File: src/rtl/imem_loader_pkg.sv
`default_nettype none
// ============================================================================
// Module      : imem_loader_pkg
// Description : Shared types and constants for the instruction-memory loader.
//               Holds the loader state encoding, the instruction field layout
//               {op[18:16], A[15:8], B[7:0]} and the maximum word count.
// Ports       : none (package)
// Revision    : 1.0 - initial release
// ============================================================================
package imem_loader_pkg;

  localparam int INS_W     = 19;
  localparam int OP_W      = 3;
  localparam int DATA_W    = 8;

  localparam int OP_MSB    = 18;
  localparam int OP_LSB    = 16;
  localparam int A_MSB     = 15;
  localparam int A_LSB     = 8;
  localparam int B_MSB     = 7;
  localparam int B_LSB     = 0;

  localparam int MAX_WORDS = 64;

  // CSUM is only ever entered when the checksum option is compiled in.
  typedef enum logic [2:0] {
    IDLE = 3'd0,
    HDR  = 3'd1,
    B0   = 3'd2,
    B1   = 3'd3,
    B2   = 3'd4,
    WR   = 3'd5,
    DONE = 3'd6,
    CSUM = 3'd7
  } state_t;

endpackage : imem_loader_pkg
`default_nettype wire

File: src/rtl/imem_loader_if.sv
`default_nettype none
// ============================================================================
// Module      : imem_loader_if
// Description : Byte-stream handshake plus instruction-memory write bus.
//               slave  : the loader (accepts the stream, drives memory writes)
//               master : the stream source / memory-side observer
// Signals     : in_data, in_valid (to loader), in_ready (from loader),
//               mem_we, mem_addr, mem_wdata (from loader)
// Revision    : 1.0 - initial release
// ============================================================================
interface imem_loader_if #(
  parameter int ADDR_W = 6,
  parameter int INS_W  = 19
);
  import imem_loader_pkg::*;

  logic [DATA_W-1:0] in_data;
  logic              in_valid;
  logic              in_ready;
  logic              mem_we;
  logic [ADDR_W-1:0] mem_addr;
  logic [INS_W-1:0]  mem_wdata;

  modport slave (
    input  in_data,
    input  in_valid,
    output in_ready,
    output mem_we,
    output mem_addr,
    output mem_wdata
  );

  modport master (
    output in_data,
    output in_valid,
    input  in_ready,
    input  mem_we,
    input  mem_addr,
    input  mem_wdata
  );

endinterface : imem_loader_if
`default_nettype wire

File: src/rtl/imem_loader_csum.sv
`default_nettype none
// ============================================================================
// Module      : loader_csum
// Description : XOR accumulator for the loader stream checksum. Clears on
//               reset or clr, folds din in when acc_en, and compares the
//               running sum against din.
// Ports       : clk, reset  - clock, synchronous active-high reset
//               clr         - restart the accumulation (new load)
//               acc_en      - fold din into the running XOR
//               din         - stream byte
//               match       - running XOR equals din (combinational)
// Revision    : 1.0 - initial release
// ============================================================================
module loader_csum
  import imem_loader_pkg::*;
#(
  parameter int W = DATA_W
) (
  input  logic         clk,
  input  logic         reset,
  input  logic         clr,
  input  logic         acc_en,
  input  logic [W-1:0] din,
  output logic         match
);

  logic [W-1:0] sum;

  always_ff @(posedge clk) begin
    if (reset || clr) begin
      sum <= '0;
    end else if (acc_en) begin
      sum <= sum ^ din;
    end
  end

  assign match = (sum == din);

endmodule : loader_csum
`default_nettype wire

File: src/rtl/imem_loader.sv
`default_nettype none
// ============================================================================
// Module      : imem_loader
// Description : Instruction-memory writer. Takes a header byte (word count,
//               0 = 64) followed by three bytes per word (op, A, B), writes
//               each assembled word to consecutive addresses from 0, holds
//               the CPU via busy, pulses done on success and raises a sticky
//               err on a malformed stream.
//               Optional checksum byte after the last word when the macro
//               IMEM_LOADER_CSUM_EN is defined (XOR of header and payload).
// Ports       : clk, reset    - clock, synchronous active-high reset
//               start         - begin a load (honoured only in IDLE)
//               bus (slave)   - byte stream in, memory write bus out
//               busy          - load in progress
//               done          - one-cycle success pulse
//               err           - sticky error, cleared by reset or start
//               words_loaded  - words written in the current/last load
// Revision    : 1.0 - initial release
// ============================================================================
module imem_loader #(
  parameter int ADDR_W = 6,
  parameter int DEPTH  = 64,
  parameter int INS_W  = 19
) (
  input  logic          clk,
  input  logic          reset,
  input  logic          start,
  imem_loader_if.slave  bus,
  output logic          busy,
  output logic          done,
  output logic          err,
  output logic [6:0]    words_loaded
);

  import imem_loader_pkg::*;

  // Header bytes above DEPTH are rejected; a zero header means a full load.
  localparam logic [DATA_W-1:0] MAX_HDR = DATA_W'(DEPTH);
  localparam logic [6:0]        FULL_N  = 7'(DEPTH);

  state_t              state;
  logic [6:0]          n_words;
  logic [OP_W-1:0]     op;
  logic [DATA_W-1:0]   a_byte;
  logic [ADDR_W-1:0]   addr;
  logic [INS_W-1:0]    wdata;
  logic                in_ready;
  logic                accept;
  logic [6:0]          next_count;

  // in_ready and mem_we decode straight from state; reset masks them so no
  // byte is taken and no write is issued in a reset cycle.
  always_comb begin
    in_ready = 1'b0;
    case (state)
      HDR, B0, B1, B2: in_ready = !reset;
`ifdef IMEM_LOADER_CSUM_EN
      CSUM:            in_ready = !reset;
`endif
      default:         in_ready = 1'b0;
    endcase
  end

  assign accept        = bus.in_valid && in_ready;
  assign next_count    = words_loaded + 7'd1;

  assign bus.in_ready  = in_ready;
  assign bus.mem_we    = (state == WR) && !reset;
  assign bus.mem_addr  = addr;
  assign bus.mem_wdata = wdata;

`ifdef IMEM_LOADER_CSUM_EN
  logic csum_clr;
  logic csum_acc;
  logic csum_match;

  // Every accepted byte except the checksum itself goes into the sum.
  assign csum_clr = (state == IDLE) && start;
  assign csum_acc = accept && (state != CSUM);

  loader_csum #(
    .W (DATA_W)
  ) u_csum (
    .clk    (clk),
    .reset  (reset),
    .clr    (csum_clr),
    .acc_en (csum_acc),
    .din    (bus.in_data),
    .match  (csum_match)
  );
`endif

  always_ff @(posedge clk) begin
    if (reset) begin
      state        <= IDLE;
      busy         <= 1'b0;
      done         <= 1'b0;
      err          <= 1'b0;
      words_loaded <= 7'd0;
      addr         <= '0;
      wdata        <= '0;
      n_words      <= 7'd0;
      op           <= '0;
      a_byte       <= '0;
    end else begin
      done <= 1'b0;
      case (state)
        IDLE: begin
          if (start) begin
            err          <= 1'b0;
            words_loaded <= 7'd0;
            addr         <= '0;
            busy         <= 1'b1;
            state        <= HDR;
          end
        end

        HDR: begin
          if (accept) begin
            if (bus.in_data > MAX_HDR) begin
              err   <= 1'b1;
              busy  <= 1'b0;
              state <= IDLE;
            end else begin
              n_words <= (bus.in_data == '0) ? FULL_N : bus.in_data[6:0];
              state   <= B0;
            end
          end
        end

        B0: begin
          if (accept) begin
            // Only three opcode bits exist; anything above them is corrupt.
            if (|bus.in_data[DATA_W-1:OP_W]) begin
              err   <= 1'b1;
              busy  <= 1'b0;
              state <= IDLE;
            end else begin
              op    <= bus.in_data[OP_W-1:0];
              state <= B1;
            end
          end
        end

        B1: begin
          if (accept) begin
            a_byte <= bus.in_data;
            state  <= B2;
          end
        end

        B2: begin
          if (accept) begin
            wdata[OP_MSB:OP_LSB] <= op;
            wdata[A_MSB:A_LSB]   <= a_byte;
            wdata[B_MSB:B_LSB]   <= bus.in_data;
            state                <= WR;
          end
        end

        WR: begin
          // The address wraps to 0 only after the final (64th) word.
          words_loaded <= next_count;
          addr         <= addr + ADDR_W'(1);
          if (next_count == n_words) begin
`ifdef IMEM_LOADER_CSUM_EN
            state <= CSUM;
`else
            done  <= 1'b1;
            state <= DONE;
`endif
          end else begin
            state <= B0;
          end
        end

        DONE: begin
          busy  <= 1'b0;
          state <= IDLE;
        end

`ifdef IMEM_LOADER_CSUM_EN
        CSUM: begin
          if (accept) begin
            if (csum_match) begin
              done  <= 1'b1;
              state <= DONE;
            end else begin
              err   <= 1'b1;
              busy  <= 1'b0;
              state <= IDLE;
            end
          end
        end
`endif

        default: begin
          busy  <= 1'b0;
          state <= IDLE;
        end
      endcase
    end
  end

endmodule : imem_loader
`default_nettype wire
File: src/flat_wrapper.sv
// flat-port wrapper written by rule: the top's interface ports become plain ports
module imem_loader_flat import imem_loader_pkg::*;
#(
  parameter int ADDR_W = 6,
  parameter int DEPTH  = 64,
  parameter int INS_W  = 19
)
  (clk, reset, start, busy, done, err, words_loaded, bus_in_data, bus_in_valid, bus_in_ready, bus_mem_we, bus_mem_addr, bus_mem_wdata);
  imem_loader_if #(.ADDR_W(ADDR_W), .INS_W(INS_W)) bus_i ();
  input  logic clk;
  input  logic reset;
  input  logic start;
  output logic busy;
  output logic done;
  output logic err;
  output logic [6:0] words_loaded;
  input wire logic [$bits(bus_i.in_data)-1:0] bus_in_data;
  input wire logic [$bits(bus_i.in_valid)-1:0] bus_in_valid;
  output wire logic [$bits(bus_i.in_ready)-1:0] bus_in_ready;
  output wire logic [$bits(bus_i.mem_we)-1:0] bus_mem_we;
  output wire logic [$bits(bus_i.mem_addr)-1:0] bus_mem_addr;
  output wire logic [$bits(bus_i.mem_wdata)-1:0] bus_mem_wdata;
  assign bus_i.in_data = bus_in_data;
  assign bus_i.in_valid = bus_in_valid;
  assign bus_in_ready = bus_i.in_ready;
  assign bus_mem_we = bus_i.mem_we;
  assign bus_mem_addr = bus_i.mem_addr;
  assign bus_mem_wdata = bus_i.mem_wdata;
  imem_loader #(.ADDR_W(ADDR_W), .DEPTH(DEPTH), .INS_W(INS_W)) u_core (.clk(clk), .reset(reset), .start(start), .bus(bus_i), .busy(busy), .done(done), .err(err), .words_loaded(words_loaded));
endmodule
File: config.mk
export PLATFORM = sky130hd
export DESIGN_NAME = imem_loader_flat
export DESIGN_NICKNAME = d
export VERILOG_FILES = /design/src/rtl/imem_loader_pkg.sv /design/src/rtl/imem_loader_if.sv /design/src/rtl/imem_loader_csum.sv /design/src/rtl/imem_loader.sv /design/src/flat_wrapper.sv
export SDC_FILE = /design/constraint.sdc
export NUM_CORES = 1
export LEC_CHECK = 0
export CAP_MARGIN = 25
export CORE_MARGIN = 2
export CORE_UTILIZATION = 46
export DETAILED_ROUTE_END_ITERATION = 7
export PLACE_DENSITY_LB_ADDON = 0.08
export SLEW_MARGIN = 20
export SYNTH_ARGS = -nofsm -noshare
export SYNTH_HDL_FRONTEND = slang
export SYNTH_SLANG_ARGS = --single-unit
File: constraint.sdc
create_clock -name clk -period 2.09 [get_ports clk]
set_input_delay 0.5225 -clock clk [delete_from_list [all_inputs] [get_ports clk]]
set_output_delay 0.5225 -clock clk [all_outputs]
set_load 0.02 [all_outputs]
==> impl_metrics.env <==
export IMPL_cp_required_ps=2300
export IMPL_htree_levels=2
export IMPL_die_height_um=77.2
export IMPL_yosys_warnings=0
export IMPL_rsz0062_at_grt="no"
export IMPL_drv_cap=0
export IMPL_portBuffers=48
export IMPL_cts_buffers=5
export IMPL_synth_nets=304
export IMPL_place_gp_congestion=0.851
export IMPL_grt_pass1_wl_mm=9.60
export IMPL_hpwlAfterDp_mm=4.15
export IMPL_p_total_mw=2.17
export IMPL_synthCells=290
export IMPL_peakVddDrop_mv=0.404
export IMPL_boundaryPins=49
export IMPL_finalWorstSetupSlack_ps=36.5
export IMPL_timing_fmax_mhz=487
export IMPL_seq_area_sq_um=1120
export IMPL_critPathCaptureType="flip-flop"
export IMPL_rrSetupSlack_ps=110
export IMPL_antenna_cells=0
export IMPL_critPathLaunchType="input pin"
export IMPL_finClkSkew_ps=4.92
export IMPL_rows=26
export IMPL_vias=2251
export IMPL_tightest_slew_ps=532
export IMPL_initial_core_util=0.480
export IMPL_outcome="completed"
export IMPL_hold_class="flip-flop to flip-flop"
export IMPL_synth_ff_type="dfxtp_1"
export IMPL_cts_root_buffer="clkbuf_8"
export IMPL_totalWireLength_mm=5.80
export IMPL_setup_viol=0
export IMPL_grt_max_degree=31
export IMPL_grt_pass1_vias=2108
export IMPL_worstReg2RegStart="u_core.words_loaded[1]$_SDFFE_PP0P_"
export IMPL_synthDistinctLibCells=42
export IMPL_antenna_found_initial=0
export IMPL_die_w_um=77.2
export IMPL_nFillCells=490
export IMPL_slowest_delay_ps=530
export IMPL_post_place_ws_ps=-522
export IMPL_syn2layout_area_growth_pct=34.0
export IMPL_slew_viol_final=0
export IMPL_hp_start="u_core.bus.mem_wdata[6]$_SDFFE_PP0P_"
export IMPL_drcViolationCount=0
export IMPL_drt_iter0_drc=73
export IMPL_min_period_ps=2050
export IMPL_cp_slowest_cell="or4_4"
export IMPL_ant_nets=0
export IMPL_synth_async_reset_ratio=0
export IMPL_path_clk_slew_ps=100
export IMPL_worstPathArrival_ps=2270
export IMPL_clock_latency_ps=310
export IMPL_layout_drive_gt1_share=0.137
export IMPL_whs_ps=456
export IMPL_path_class="input pin to flip-flop"
export IMPL_worstPathMaxFanout=3
export IMPL_ys_seq_area_frac=0.454
export IMPL_finalHoldViolCount=0
export IMPL_dr_pass1_iters=4
export IMPL_post_drt_via_cell_ratio=5.27
export IMPL_slew_headroom=0.644
export IMPL_grt_usage=0.200
export IMPL_avgSynthCellArea_sq_um=8.51
export IMPL_cts_tree="done"
export IMPL_crit_chain="dlygate4sd2_1 -> or4_4 -> or3_4 -> o32ai_4 -> nor4_1 -> o21a_1"
export IMPL_die_area_sq_um=5970
export IMPL_synthesis_area_sq_um=2470
export IMPL_layout_commonest_cell="dfxtp_1"
export IMPL_cts_buffer_depth=2
export IMPL_post_route_period_util=0.983
export IMPL_core_sq_um=5140
export IMPL_power_density_nw_per_um2=656
export IMPL_wl_per_cell_um=13.6
export IMPL_clock_sinks=56
export IMPL_ys_ff_latch=56
export IMPL_utilization=0.643
export IMPL_nets=370
export IMPL_layout_common_cells="dfxtp_1, nand2_1, clkdlybuf4s50_1"
export IMPL_crit_start="bus_in_data[7]"
export IMPL_p_leak_nw=1.17
export IMPL_multiInputGateArea_sq_um=1300
export IMPL_grt_overflow=0
export IMPL_synth_edff_count=0
-- per-layer routing --
layer,routed length [um],track usage,up-vias
li1,-,-,1124
met1,2750,0.254,1073
met2,2730,0.332,47
met3,244,0.0459,7
met4,73,0.0696,0
met5,0,0,-
-- critical path: cells and delay by family --
kind / cells / cell delay [ps]
simple gates: 3 / 1060
buf+inv: 1 / 240
compound gates: 2 / 440
-- power by group --
part | internal, mW | switching (mW) | total (mW)
Clock | 0.247 | 0.373 | 0.620
Sequential | 1.09 | 0.0281 | 1.12
Combinational | 0.189 | 0.238 | 0.428
Total | 1.53 | 0.640 | 2.17
-- final timing paths --
check | end | cells after the start
max | u_core.err$_SDFFE_PP0P_ | 6
min | u_core.bus.mem_wdata[6]$_SDFFE_PP0P_ | 2
max reg2reg | u_core.state[2]$_SDFFE_PP0P_ | 6
min reg2reg | u_core.bus.mem_wdata[6]$_SDFFE_PP0P_ | 2
-- through the flow --
| stage | TNS [ps] | cells | cell area [sq um] |
|---|---|---|---|
| CTS | -19.9 | 427 | 3290 |
| detailed placement | -5670 | 418 | 3180 |
| floorplan | 0 | 290 | 2470 |
| finish | 0 | 427 | 3310 |
| global placement | -5500 | 418 | 3180 |
| global route | 0 | 427 | 3310 |
-- flip-flops by register name, summed over array words and instances (netlist names) --
name and count:
u_core.done 1, u_core.op 3, u_core.words_loaded 7, u_core.a_byte 8, u_core.bus.mem_addr 6, u_core.busy 1, u_core.bus.mem_wdata 19, u_core.n_words 7
u_core.state 3, u_core.err 1
-- logic make-up after synthesis --
kind of cell | after synthesis | synth area share
AOI/OAI and AO/OA | 54 | 0.137
xor gates and xnor gates | 11 | 0.0390
adders and majority gates | 2 | 0.0101
buffers and inverters | 17 | 0.0274
DFF | 56 | 0.454
muxes | 19 | 0.0771
and+or+nand+nor | 131 | 0.255
-- Yosys cell counts (all sizes together) (3+ instances only) --
cell    count  area, sq um
a21oi      34          170
nor2       41          159
or3         5         36.3
dfxtp      56         1120
mux2i      19          190
buf         4         18.8
nand3      11         55.1
xor2        6         52.6
nand3b      3         22.5
clkbuf     11         41.3
nand2b      5         31.3
nand2      46          173
nor3        5         47.5
and3        3         18.8
xnor2       5         43.8
o21ai       5         25.0
-- repair_timing --
action | in CTS | in global routing
endpoints found under the setup margin | 16 | 9
gates resized for setup | 9 | 3
pin swaps | 4 | 2
cloned | 0 | 0
hold buffers | 0 | 0
buffers inserted | 1 | 0
-- area by class of cell --
type	instances	area share
clock buffer	5	0.0208
clock inverter	3	0.00833
inverter	2	0.00227
multi-input combinational	217	0.394
sequential	56	0.340
tap	70	0.0265
timing repair buffer	74	0.209
(Power assumes the default switching activity.)
